`src/rtl/traffic_pkg.sv`:
```
// ---------------------------------------------------------------------------
// traffic_pkg
// Shared definitions for the traffic-light countdown display blocks.
//   SEG_CODE_P     : decoder code that renders the pedestrian 'P' glyph
//   SEG_CODE_BLANK : decoder code that turns a digit fully off
//   MAX_SEC        : largest duration the two-digit display can show
//   cd_state_t     : countdown sequencer states
// ---------------------------------------------------------------------------
package traffic_pkg;

    localparam logic [3:0] SEG_CODE_P     = 4'd10;
    localparam logic [3:0] SEG_CODE_BLANK = 4'd15;
    localparam logic [6:0] MAX_SEC        = 7'd99;

    typedef enum logic [1:0] {
        IDLE,
        COUNT,
        PED
    } cd_state_t;

endpackage

```
`src/rtl/tick_gen.sv`:
```
// ---------------------------------------------------------------------------
// tick_gen
// Prescaler producing a one-cycle tick every TICK_DIV clocks while enabled.
//   TICK_DIV : clock cycles per tick (minimum 2)
//   clk      : system clock
//   rst_n    : asynchronous active-low reset
//   en       : run the prescaler; when low it is held at 0
//   clr      : restart the prescaler from 0 (wins over en)
//   tick     : high on the cycle the prescaler sits at TICK_DIV-1
//   phase_hi : high while the prescaler is in the upper half of its period
// ---------------------------------------------------------------------------
module tick_gen #(
    parameter int TICK_DIV = 50_000_000
) (
    input  logic clk,
    input  logic rst_n,
    input  logic en,
    input  logic clr,
    output logic tick,
    output logic phase_hi
);

    localparam int             CNT_W = $clog2(TICK_DIV);
    localparam logic [CNT_W-1:0] LAST  = CNT_W'(TICK_DIV - 1);
    localparam logic [CNT_W-1:0] HALF  = CNT_W'(TICK_DIV / 2);

    logic [CNT_W-1:0] cnt;

    // Free-running modulo-TICK_DIV counter, parked at zero when idle so the
    // first tick after enabling is a full period away.
    always_ff @(posedge clk or negedge rst_n) begin
        if (!rst_n) begin
            cnt <= '0;
        end else if (clr || !en) begin
            cnt <= '0;
        end else if (cnt == LAST) begin
            cnt <= '0;
        end else begin
            cnt <= cnt + 1'b1;
        end
    end

    assign tick     = en && (cnt == LAST);
    assign phase_hi = (cnt >= HALF);

endmodule

```
`src/rtl/countdown_display_ctrl.sv`:
```
// ---------------------------------------------------------------------------
// countdown_display_ctrl
// Counts a loaded phase duration down once per second and drives the two
// digit codes of the countdown display, optionally followed by a pedestrian
// 'P' phase.
//   TICK_DIV  : clock cycles per one-second tick (minimum 2)
//   PED_SEC   : length of the pedestrian phase in ticks (1-99)
//   clk       : system clock
//   rst_n     : asynchronous active-low reset
//   load      : one-cycle start/restart request
//   seconds   : phase duration, clamped to 99, sampled with load
//   ped_req   : pedestrian request, latched while counting
//   tens_code : tens digit decoder code (0-9, 10='P', 15=blank)
//   ones_code : ones digit decoder code
//   remaining : seconds left in the current phase
//   busy      : high while counting or showing the pedestrian phase
//   done      : one-cycle pulse when a phase completes
// Build option: define COUNTDOWN_BLINK_EN to blank both digits during the
// second half of each of the last three seconds of a countdown.
// ---------------------------------------------------------------------------
module countdown_display_ctrl
    import traffic_pkg::*;
#(
    parameter int TICK_DIV = 50_000_000,
    parameter int PED_SEC  = 5
) (
    input  logic       clk,
    input  logic       rst_n,
    input  logic       load,
    input  logic [6:0] seconds,
    input  logic       ped_req,
    output logic [3:0] tens_code,
    output logic [3:0] ones_code,
    output logic [6:0] remaining,
    output logic       busy,
    output logic       done
);

    localparam logic [6:0] PED_REM = 7'(PED_SEC);

    cd_state_t  state, state_d;
    logic [6:0] remaining_d;
    logic       ped_latched, ped_latched_d;
    logic       done_d;
    logic       ped_pending;
    logic       presc_clr;
    logic       tick;
    logic       phase_hi;
    logic [6:0] clamped;
    logic [7:0] digits;

    // Compare-subtract split of 0..99 into {tens, ones}.
    function automatic logic [7:0] to_digits(input logic [6:0] value);
        logic [6:0] rest;
        logic [3:0] tens;
        rest = value;
        tens = 4'd0;
        for (int i = 0; i < 9; i++) begin
            if (rest >= 7'd10) begin
                rest = rest - 7'd10;
                tens = tens + 4'd1;
            end
        end
        return {tens, rest[3:0]};
    endfunction

    assign clamped = (seconds > MAX_SEC) ? MAX_SEC : seconds;

    tick_gen #(
        .TICK_DIV (TICK_DIV)
    ) u_tick_gen (
        .clk      (clk),
        .rst_n    (rst_n),
        .en       (state != IDLE),
        .clr      (presc_clr),
        .tick     (tick),
        .phase_hi (phase_hi)
    );

    // State, remaining count, pedestrian latch and status flags.
    always_ff @(posedge clk or negedge rst_n) begin
        if (!rst_n) begin
            state       <= IDLE;
            remaining   <= '0;
            ped_latched <= 1'b0;
            done        <= 1'b0;
            busy        <= 1'b0;
        end else begin
            state       <= state_d;
            remaining   <= remaining_d;
            ped_latched <= ped_latched_d;
            done        <= done_d;
            busy        <= (state_d != IDLE);
        end
    end

    // Next-state logic. A request arriving on the final tick still counts,
    // so the pending flag merges the latch with the live request.
    always_comb begin
        state_d       = state;
        remaining_d   = remaining;
        ped_latched_d = ped_latched;
        done_d        = 1'b0;
        presc_clr     = 1'b0;
        ped_pending   = ped_latched | ped_req;
        case (state)
            IDLE: begin
                if (load) begin
                    presc_clr = 1'b1;
                    if (clamped != 7'd0) begin
                        state_d     = COUNT;
                        remaining_d = clamped;
                    end else begin
                        done_d = 1'b1;
                    end
                end
            end
            COUNT: begin
                ped_latched_d = ped_pending;
                if (load) begin
                    presc_clr = 1'b1;
                    if (clamped != 7'd0) begin
                        remaining_d = clamped;
                    end else begin
                        state_d       = IDLE;
                        remaining_d   = '0;
                        ped_latched_d = 1'b0;
                        done_d        = 1'b1;
                    end
                end else if (tick) begin
                    if (remaining <= 7'd1) begin
                        if (ped_pending) begin
                            state_d       = PED;
                            remaining_d   = PED_REM;
                            ped_latched_d = 1'b0;
                        end else begin
                            state_d     = IDLE;
                            remaining_d = '0;
                            done_d      = 1'b1;
                        end
                    end else begin
                        remaining_d = remaining - 7'd1;
                    end
                end
            end
            PED: begin
                if (tick) begin
                    if (remaining <= 7'd1) begin
                        state_d     = IDLE;
                        remaining_d = '0;
                        done_d      = 1'b1;
                    end else begin
                        remaining_d = remaining - 7'd1;
                    end
                end
            end
            default: begin
                state_d = IDLE;
            end
        endcase
    end

    // Digit code decode with leading-zero suppression on the tens digit.
    always_comb begin
        tens_code = SEG_CODE_BLANK;
        ones_code = SEG_CODE_BLANK;
        digits    = to_digits(remaining);
        case (state)
            COUNT: begin
                ones_code = digits[3:0];
                if (remaining >= 7'd10) begin
                    tens_code = digits[7:4];
                end
`ifdef COUNTDOWN_BLINK_EN
                if ((remaining <= 7'd3) && phase_hi) begin
                    tens_code = SEG_CODE_BLANK;
                    ones_code = SEG_CODE_BLANK;
                end
`endif
            end
            PED: begin
                ones_code = SEG_CODE_P;
            end
            default: begin
            end
        endcase
    end

`ifndef COUNTDOWN_BLINK_EN
    logic unused_phase_hi;
    assign unused_phase_hi = phase_hi;
`endif

endmodule
```
`config.mk`:
```
export PLATFORM = sky130hd
export DESIGN_NAME = countdown_display_ctrl
export DESIGN_NICKNAME = d
export VERILOG_FILES = /design/src/rtl/traffic_pkg.sv /design/src/rtl/tick_gen.sv /design/src/rtl/countdown_display_ctrl.sv
export SDC_FILE = /design/constraint.sdc
export NUM_CORES = 1
export LEC_CHECK = 0
export BUFFER_PORTS_ARGS = -buffer_cell sky130_fd_sc_hd__buf_2
export CAP_MARGIN = 20
export CORE_MARGIN = 3
export CORE_UTILIZATION = 39
export DETAILED_ROUTE_END_ITERATION = 8
export PLACE_DENSITY = 0.59
export REMOVE_ABC_BUFFERS = 1
export SYNTH_ARGS = -nofsm -noshare
export SYNTH_HDL_FRONTEND = slang
export SYNTH_HIERARCHICAL = 1
export SYNTH_SLANG_ARGS = --single-unit
```
`constraint.sdc`:
```
create_clock -name clk -period 13.6 [get_ports clk]
set_clock_uncertainty 0.15 [all_clocks]
set_input_delay 1.36 -clock clk [delete_from_list [all_inputs] [get_ports clk]]
set_output_delay 1.36 -clock clk [all_outputs]
set_load 0.05 [all_outputs]
```
==> metrics.cfg, run 1 <==
[sta]
timing.final.crit_period_ns=12.82
timing_hold_violations_final=0
rsz0062_at_grt=false
pnr_worst_setup_slack_ns=0.7829
totalNegativeSetupSlack_ns=0
tightest_slew_ns=0.8999
slew-limit-headroom=0.3964
min_period_over_period=0.9424
setup_viol_count_final=0
achievable-frequency_mhz=78.02
timing_max_transition_violations_final=0

[worst_setup_path]
critical_path.startpoint_type=flop
timing.critical_path.slowest_stage_cell=sky130_fd_sc_hd__dfrtp_2
timing_worst_setup_path_type=reg -> out
timing.critical_path.buf_inv=10
r2r_start=u_tick_gen/cnt[21]$_DFF_PN0_
critical_path_fanout_max=8
crit_arrival_ns=11.31
cp_common_cell=sky130_fd_sc_hd__ha_1
worst-r2r-cell-count=8
timing.rr.end=remaining[5]$_DFFE_PN0P_
critical-path-top-delay-family=compound AO/OA/AOI/OAI gates
critPathLaunch=remaining[1]$_DFFE_PN0P_
ff2ff_setup_slack_ns=10.70
crit_end_category=primary output
cp_slowest_stage_delay_ns=0.45
required_ns=12.09

[global_routing]
grt_pass1_vias=4696
antenna_violations_before_repair=0
grt_start_max_net_pins=39
globalRouteOverflowTotal=0
global_route.usage.total=0.1828
grt_pass1_wl_mm=22.33

[floorplan]
die_x_um=120.1
floorplan.rows=41
io_count=28
floorplan.die.height_um=120.1
initial_utilization=0.4005
design.core.area_mm2=0.01267
design.die.area_mm2=0.01442

[drt]
vias=5013
drc=0
drt-wirelength-per-cell_um=15.81
via_per_inst=5.919
drt_first_iter_violations=270
firstDrtPassIters=5
drtAntennaViolNets=0
routed_wirelength_mm=13.39

[min_path]
min-delay-start=ped_latched$_DFFE_PN0P_
whs_path_depth=2
hold_path_end=ped_latched$_DFFE_PN0P_
hp-class=reg -> reg

[logic_synthesis]
mean_area_per_synthesized_cell_um2=7.868
synth-warning-count=6
mappedNetlistArea_mm2=0.005075
synth_cells=645

[clock_network]
cts_buffer_count=5
clk_pin_slew_ns=0.06
cts_h_tree_lvls=2
cts-hold-fix-buffers=0
clk_latency_ns=0.28
cts_num_sinks=38
cts.path.max_buffers=2
cts-root-buf=sky130_fd_sc_hd__clkbuf_16
cts_tree=done

[finish]
areaGrowthSynthToFinish_pct=12.23
post_route_cells_drive_above_1_share=0.2015
layout.cell_area.non_filler_mm2=0.005695
number_of_nets_at_the_end_of_the_flow=713
antenna_cells_inserted=0

[placed_design]
place.detailed.hpwl_mm=10.42
gp_congestion=0.9607
dpl_worst_slack_ns=-0.09174
postPlaceCellArea_mm2=0.005350
io_buffers=27

[outcome]
status=finished, final reports clean

[run]
maxCapViolCount=0

-- layout make-up --
| cell class | count | area [um^2] |
|---|---|---|
| clock inverters | 1 | 5.005 |
| fillers | 1271 | 6975 |
| flip-flops and latches | 38 | 953.4 |
| inverters | 34 | 127.6 |
| repair buffers | 44 | 270.3 |
| well taps | 172 | 215.2 |
| multi-input cells | 551 | 3981 |
| clock buffers | 7 | 142.6 |
-- worst max path at each step --
stage | endpoint | slack [ns] | cells past startpoint
floorplan | tens_code[3] | -0.36 | 55
global placement | tens_code[3] | 0.56 | 55
detailed placement | tens_code[3] | -0.09 | 55
CTS | tens_code[3] | 0.10 | 55
global route | tens_code[3] | 0.005 | 58
finish | tens_code[3] | 0.78 | 56
-- stage by stage --
stage | hold slack, ns | instances | util
final | 0.3584 | 847 | 0.4495
after detailed placement | 0.3539 | 830 | 0.4222
after global placement | 0.3346 | 830 | 0.4222
after floorplan | 0.3135 | 623 | -
after global routing | 0.4115 | 847 | 0.4495
after CTS | 0.3666 | 840 | 0.4363
-- layout by cell type, fill, tap and decap left out, drive strengths merged, types with 23 or more instances in the layout --
cell type,count
nand2,52
inv,33
o21ai,44
a21oi,35
xnor2,23
buf,41
nand3,29
ha,28
xor2,25
nor2,76
dfrtp,38
-- metal layers --
layer,global-route usage,share of wire
met1,0.2447,0.46
met2,0.3217,0.50
met3,0.01555,0.036
met4,0.03722,0.010
met5,0,0
-- state kept, by name, summed over array words and instances, names as in the netlist --
signal	cells
u_tick_gen/cnt	26
remaining	7
state	2
done	1
busy	1
ped_latched	1
-- what timing repair did --
| action | in CTS | in global routing |
|---|---|---|
| setup buffers | 2 | 7 |
| setup endpoints to repair | 6 | 7 |
| gates resized for setup | 3 | 30 |
| pin swaps | 1 | 6 |
-- worst register-to-register path, stage by stage, from the launching register on --
cell                      delay, ns
sky130_fd_sc_hd__dfrtp_1       0.39
sky130_fd_sc_hd__nand4_1       0.18
sky130_fd_sc_hd__or4_4         0.46
sky130_fd_sc_hd__nor4_4        0.18
sky130_fd_sc_hd__and3_1        0.25
sky130_fd_sc_hd__nor2_1        0.06
sky130_fd_sc_hd__a21oi_1       0.67
sky130_fd_sc_hd__o21ai_0       0.22
sky130_fd_sc_hd__a22o_1        0.23
Power of run 1 is not shown: default switching activity piles up to over one toggle a cycle in this logic, so the estimate is an artifact.
==> inputs of run 2 (changes only) <==
- clock period: 13.6 -> 13.1 ns (I/O delays scaled with it)
==> run 2 against run 1 <==
Register-to-register slack worse by 0.47 ns. Sequential share of layout area decreased by 0.28 points. Wire length up 1.9%. Core utilization grew 0.69 points. Global-route usage up 0.35 points. Critical path depth is 3 higher. Die area did not move. First-iteration DRC count rose by 25%. Final cell count up 0.83%. Critical endpoint unchanged. Largest cell class unchanged. Highest routed layer unchanged.
==> metrics.cfg, run 2 (synthesis gave the netlist of run 1 again) <==
[outcome]
status=finished, final reports clean

[finish]
antenna_cells_inserted=0  ; unchanged
post_route_cells_drive_above_1_share=0.2126  ; +0.01113
largest_register_ff_count=26  ; unchanged
top_registers=u_tick_gen/cnt (26), remaining (7), state (2)
number_of_nets_at_the_end_of_the_flow=720  ; +0.98%
layout.cells.most_common=sky130_fd_sc_hd__nor2_1
stdcell_count=854  ; +0.83%
largest-register=u_tick_gen/cnt
areaGrowthSynthToFinish_pct=13.95
final_core_utilization=0.4564  ; +0.006913
mostFrequentLayoutCells=sky130_fd_sc_hd__nor2_1, sky130_fd_sc_hd__nand2_1, sky130_fd_sc_hd__o21ai_0

[sta]
tightest_slew_ns=0.8842  ; -0.01575 ns
setup_viol_count_final=0  ; unchanged
min_period_over_period=0.9651
timing_hold_violations_final=0  ; unchanged
achievable-frequency_mhz=79.09
timing.final.crit_period_ns=12.64
timing.hold.ws_ns=0.3570  ; -0.001339 ns
slew-limit-headroom=0.4065  ; +0.01012
timing_max_transition_violations_final=0  ; unchanged
totalNegativeSetupSlack_ns=0  ; unchanged

[worst_setup_path]
required_ns=11.64  ; -0.45 ns
timing_worst_setup_path_type=reg -> out
crit_arrival_ns=11.18  ; -0.13 ns
critical_path_fanout_max=8  ; unchanged
timing.critical_path.slowest_stage_cell=sky130_fd_sc_hd__dfrtp_2
crit_end_category=primary output
cp_slowest_stage_delay_ns=0.44  ; about the same
worst-r2r-cell-count=8  ; unchanged
cp_common_cell=sky130_fd_sc_hd__ha_1
critical_path.startpoint_type=flop

[global_routing]
grt_pass1_vias=4814  ; +2.5%
antenna_violations_before_repair=0  ; unchanged
globalRouteOverflowTotal=0  ; unchanged
global_route.usage.total=0.1863  ; +0.003504
grt_start_max_net_pins=39  ; unchanged
grt_pass1_wl_mm=22.85  ; +2.3%

[run]
maxCapViolCount=0  ; unchanged

[drt]
drt-wirelength-per-cell_um=15.98  ; +1.1%
vias=5064  ; +1.0%
routed_wirelength_mm=13.65  ; +1.9%
drt_first_iter_violations=337  ; +25%
drtAntennaViolNets=0  ; unchanged
firstDrtPassIters=5  ; unchanged
drc=0  ; unchanged
via_per_inst=5.930  ; +0.19%

[clock_network]
cts_h_tree_lvls=2  ; unchanged
cts-root-buf=sky130_fd_sc_hd__clkbuf_16
clk_latency_ns=0.28  ; about the same
cts-hold-fix-buffers=0  ; unchanged
cts_num_sinks=38  ; unchanged
cts_tree=done
clk_pin_slew_ns=0.06  ; about the same
cts.path.max_buffers=2  ; unchanged
cts_buffer_count=5  ; unchanged

[floorplan]
io_count=28  ; unchanged
floorplan.die.height_um=120.1  ; unchanged
die_x_um=120.1  ; unchanged
design.core.area_mm2=0.01267  ; unchanged
initial_utilization=0.4005  ; unchanged
floorplan.rows=41  ; unchanged
design.die.area_mm2=0.01442  ; unchanged

[min_path]
whs_path_depth=2  ; unchanged
hp-class=reg -> reg

[placed_design]
gp_congestion=0.9243  ; -3.8%
place_inst=835  ; +0.60%
io_buffers=27  ; unchanged
place.detailed.hpwl_mm=10.50  ; +0.72%

## run 2: changes by cell type in the layout (fill, tap and decap cells not counted), sizes merged
cell / before / now
buf: 41 / 49
clkbuf: 10 / 8
clkinvlp: 0 / 1
## run 2: layout make-up
cell class                 instances  area, um^2
timing repair buffer              51       322.8
multi-input combinational        551        4011
clock buffer                       6       138.9
sequential                        38       952.2
fill                            1257        6888
tap                              172       215.2
inverter                          34       130.1
clock inverter                     2       12.51
## run 2: path summary, 6_finish.rpt
| kind | startpoint | to | slack [ns] |
|---|---|---|---|
| worst max-delay path | remaining[2]$_DFFE_PN0P_ | tens_code[3] | 0.46 |
| max in group asynchronous | rst_n | remaining[2]$_DFFE_PN0P_ | 11.20 |
| min in group asynchronous | rst_n | u_tick_gen/cnt[2]$_DFF_PN0_ | 1.00 |
| worst max register to register | u_tick_gen/cnt[21]$_DFF_PN0_ | remaining[3]$_DFFE_PN0P_ | 10.23 |
| worst min-delay path | ped_latched$_DFFE_PN0P_ | ped_latched$_DFFE_PN0P_ | 0.36 |
| worst min register to register | ped_latched$_DFFE_PN0P_ | ped_latched$_DFFE_PN0P_ | 0.36 |
## run 2: per-layer routing
| layer | wire length [um] | share of wire | up-vias | global-route usage |
|---|---|---|---|---|
| li1 | - | - | 2487 | - |
| met1 | 6258 | 0.46 | 2430 | 0.2485 |
| met2 | 6639 | 0.49 | 128 | 0.3260 |
| met3 | 566 | 0.041 | 19 | 0.01838 |
| met4 | 182 | 0.013 | 0 | 0.04009 |
| met5 | 0 | 0 | - | 0 |
## run 2: worst max-delay path, delay by kind of cell, from the launching register on
kind            cells  cell delay [ns]
buf+inv            12             1.42
fa+ha+maj           9             1.83
mux                 2             0.46
simple gates       17             2.78
flops               1             0.44
xor+xnor            3             0.59
compound gates     16             3.38
## run 2: what timing repair did
item                       CTS  global route
buffers inserted             1            10
pin swaps                    2             9
gates cloned                 0             0
gates resized for setup      5            33
setup endpoints to repair    6             7
## run 2: through the flow
| step | setup WS, ns | instance area [um^2] |
|---|---|---|
| 2_1_floorplan | -0.8148 | 4940 |
| 3_3_place_gp | 0.3381 | 5388 |
| 3_5_place_dp | -0.1937 | 5388 |
| 4_1_cts | 0.01480 | 5577 |
| 5_1_grt | -0.2773 | 5783 |
| 6_report | 0.4569 | 5783 |
Power of run 2 is left out for the same reason.
==> inputs of run 3 (changes only) <==
- ABC_AREA: default -> 1
==> run 3 against run 2 <==
Synthesized cell count is 22% higher. Worst setup slack better by 2.3 ns. Core utilization is 0.88 points lower. Flip-flop and latch count stayed put. Synthesized area is 2.4% lower.
==> metrics.cfg, run 3 <==
[placed_design]
place_inst=981  ; +17%
place.detailed.hpwl_mm=9.319  ; -11%
gp_congestion=0.8548  ; -7.5%
dpl_worst_slack_ns=3.036  ; +3.230 ns
io_buffers=27  ; unchanged

[clock_network]
clk_latency_ns=0.28  ; about the same
cts_num_sinks=38  ; unchanged
cts_h_tree_lvls=2  ; unchanged
post_cts_resized=0  ; -5
cts_tree=done
cts_buffer_count=5  ; unchanged
cts-root-buf=sky130_fd_sc_hd__clkbuf_16
cts.path.max_buffers=2  ; unchanged
cts-hold-fix-buffers=0  ; unchanged
clk_pin_slew_ns=0.06  ; about the same
post_cts_buffers=0  ; -1

[finish]
largest-register=u_tick_gen/cnt
number_of_nets_at_the_end_of_the_flow=859  ; +19%
stdcell_count=989  ; +16%
largest_register_ff_count=26  ; unchanged
final_core_utilization=0.4476  ; -0.008761
post_route_cells_drive_above_1_share=0.1973  ; -0.01529
antenna_cells_inserted=0  ; unchanged
top_registers=u_tick_gen/cnt (26), remaining (7), state (2)
mostFrequentLayoutCells=sky130_fd_sc_hd__nand2_1, sky130_fd_sc_hd__inv_1, sky130_fd_sc_hd__nor2_1
layout.cells.most_common=sky130_fd_sc_hd__nand2_1
areaGrowthSynthToFinish_pct=10.41

[floorplan]
die_x_um=118.7  ; -1.2%
floorplan.die.height_um=118.7  ; -1.2%
design.die.area_mm2=0.01408  ; -2.3%
floorplan.rows=40  ; -2.4%
design.core.area_mm2=0.01221  ; -3.6%
initial_utilization=0.4054  ; +0.004917
io_count=28  ; unchanged

[sta]
achievable-frequency_mhz=96.64  ; +22%
timing.final.crit_period_ns=10.35  ; -2.296 ns
pnr_worst_setup_slack_ns=2.753  ; +2.296 ns
timing_max_transition_violations_final=0  ; unchanged
rsz0062_at_grt=false
min_period_over_period=0.7899  ; -0.1752
tightest_slew_ns=0.8595  ; -0.02466 ns
totalNegativeSetupSlack_ns=0  ; unchanged
setup_viol_count_final=0  ; unchanged
slew-limit-headroom=0.4270  ; +0.02043
timing_hold_violations_final=0  ; unchanged

[worst_setup_path]
timing.critical_path.slowest_stage_cell=sky130_fd_sc_hd__dfrtp_1
crit_end_category=primary output
cp_common_cell=sky130_fd_sc_hd__nand2_1
critical_path_fanout_max=9  ; +1
critical_path.startpoint_type=flop
cp_slowest_stage_delay_ns=0.59  ; +0.15 ns
worst-r2r-cell-count=13  ; +5
crit_arrival_ns=8.89  ; -2.29 ns
r2r_start=remaining[2]$_DFFE_PN0P_
critPathLaunch=remaining[0]$_DFFE_PN0P_
timing_worst_setup_path_type=reg -> out
required_ns=11.64  ; about the same

[drt]
drt-wirelength-per-cell_um=11.57  ; -28%
drtAntennaViolNets=0  ; unchanged
drc=0  ; unchanged
via_per_inst=4.791  ; -19%
firstDrtPassIters=5  ; unchanged
vias=4738  ; -6.4%
drt_first_iter_violations=239  ; -29%
routed_wirelength_mm=11.44  ; -16%

[outcome]
status=finished, final reports clean

[global_routing]
antenna_violations_before_repair=0  ; unchanged
grt_pass1_vias=4511  ; -6.3%
globalRouteOverflowTotal=0  ; unchanged
global_route.usage.total=0.1702  ; -0.01608
grt_start_max_net_pins=39  ; unchanged
grt_pass1_wl_mm=20.46  ; -10%

[logic_synthesis]
synth-warning-count=6  ; unchanged
mean_area_per_synthesized_cell_um2=6.283  ; -20%
synth_cells=788  ; +22%
mappedNetlistArea_mm2=0.004951  ; -2.4%

[run]
maxCapViolCount=0  ; unchanged

[min_path]
min-delay-start=u_tick_gen/cnt[0]$_DFF_PN0_
whs_path_depth=1  ; -1
hp-class=reg -> reg

[run 3: cell types whose count changed in the layout (fill, tap and decap cells not counted), sizes merged, moves of 12 or more]
cell / change
o21ai: -21
buf: -22
nand2: +215
nor2: +39
nor3: -18
and3: -21
nand3: +60
mux2: -12
inv: +94
[run 3: worst max-delay path, delay by kind of cell (launching register included)]
| kind | cells | cell delay (ns) |
|---|---|---|
| AO/OA/AOI/OAI | 1 | 0.22 |
| adder cells (fa/ha/maj) | 8 | 1.30 |
| buffers and inverters | 14 | 1.26 |
| flip-flops | 1 | 0.59 |
| AND/OR/NAND/NOR | 56 | 5.16 |
[run 3: per-stage QoR]
stage          hold WS, ns  area [um^2]
2_1_floorplan       0.3169         4927
3_3_place_gp        0.3430         5273
3_5_place_dp        0.3409         5273
4_1_cts             0.3518         5466
5_1_grt             0.3721         5466
6_report            0.3466         5466
[run 3: final timing paths]
kind | slack, ns | to
max | 2.75 | ones_code[2]
min | 0.35 | u_tick_gen/cnt[0]$_DFF_PN0_
max reg2reg | 10.40 | busy$_DFF_PN0_
min reg2reg | 0.35 | u_tick_gen/cnt[0]$_DFF_PN0_
max in group asynchronous | 11.27 | done$_DFF_PN0_
min in group asynchronous | 0.99 | u_tick_gen/cnt[7]$_DFF_PN0_
[run 3: layout make-up]
cell class	count	area [um^2]
Clock buffer	5	125.1
Clock inverter	3	68.82
Fill cell	1355	6745
Inverter	128	481.7
Multi-Input combinational cell	620	3495
Sequential cell	38	950.9
Tap cell	168	210.2
Timing Repair Buffer	27	135.1
[run 3: per-layer routing]
layer / part of all wire / vias to the layer above / wire, um / GRT usage
li1: - / 2559 / - / -
met1: 0.51 / 2113 / 5804 / 0.2345
met2: 0.46 / 54 / 5251 / 0.2892
met3: 0.026 / 12 / 303 / 0.02632
met4: 0.0073 / 0 / 83 / 0.02172
met5: 0 / - / 0 / 0
Power of run 3 is left out for the same reason.
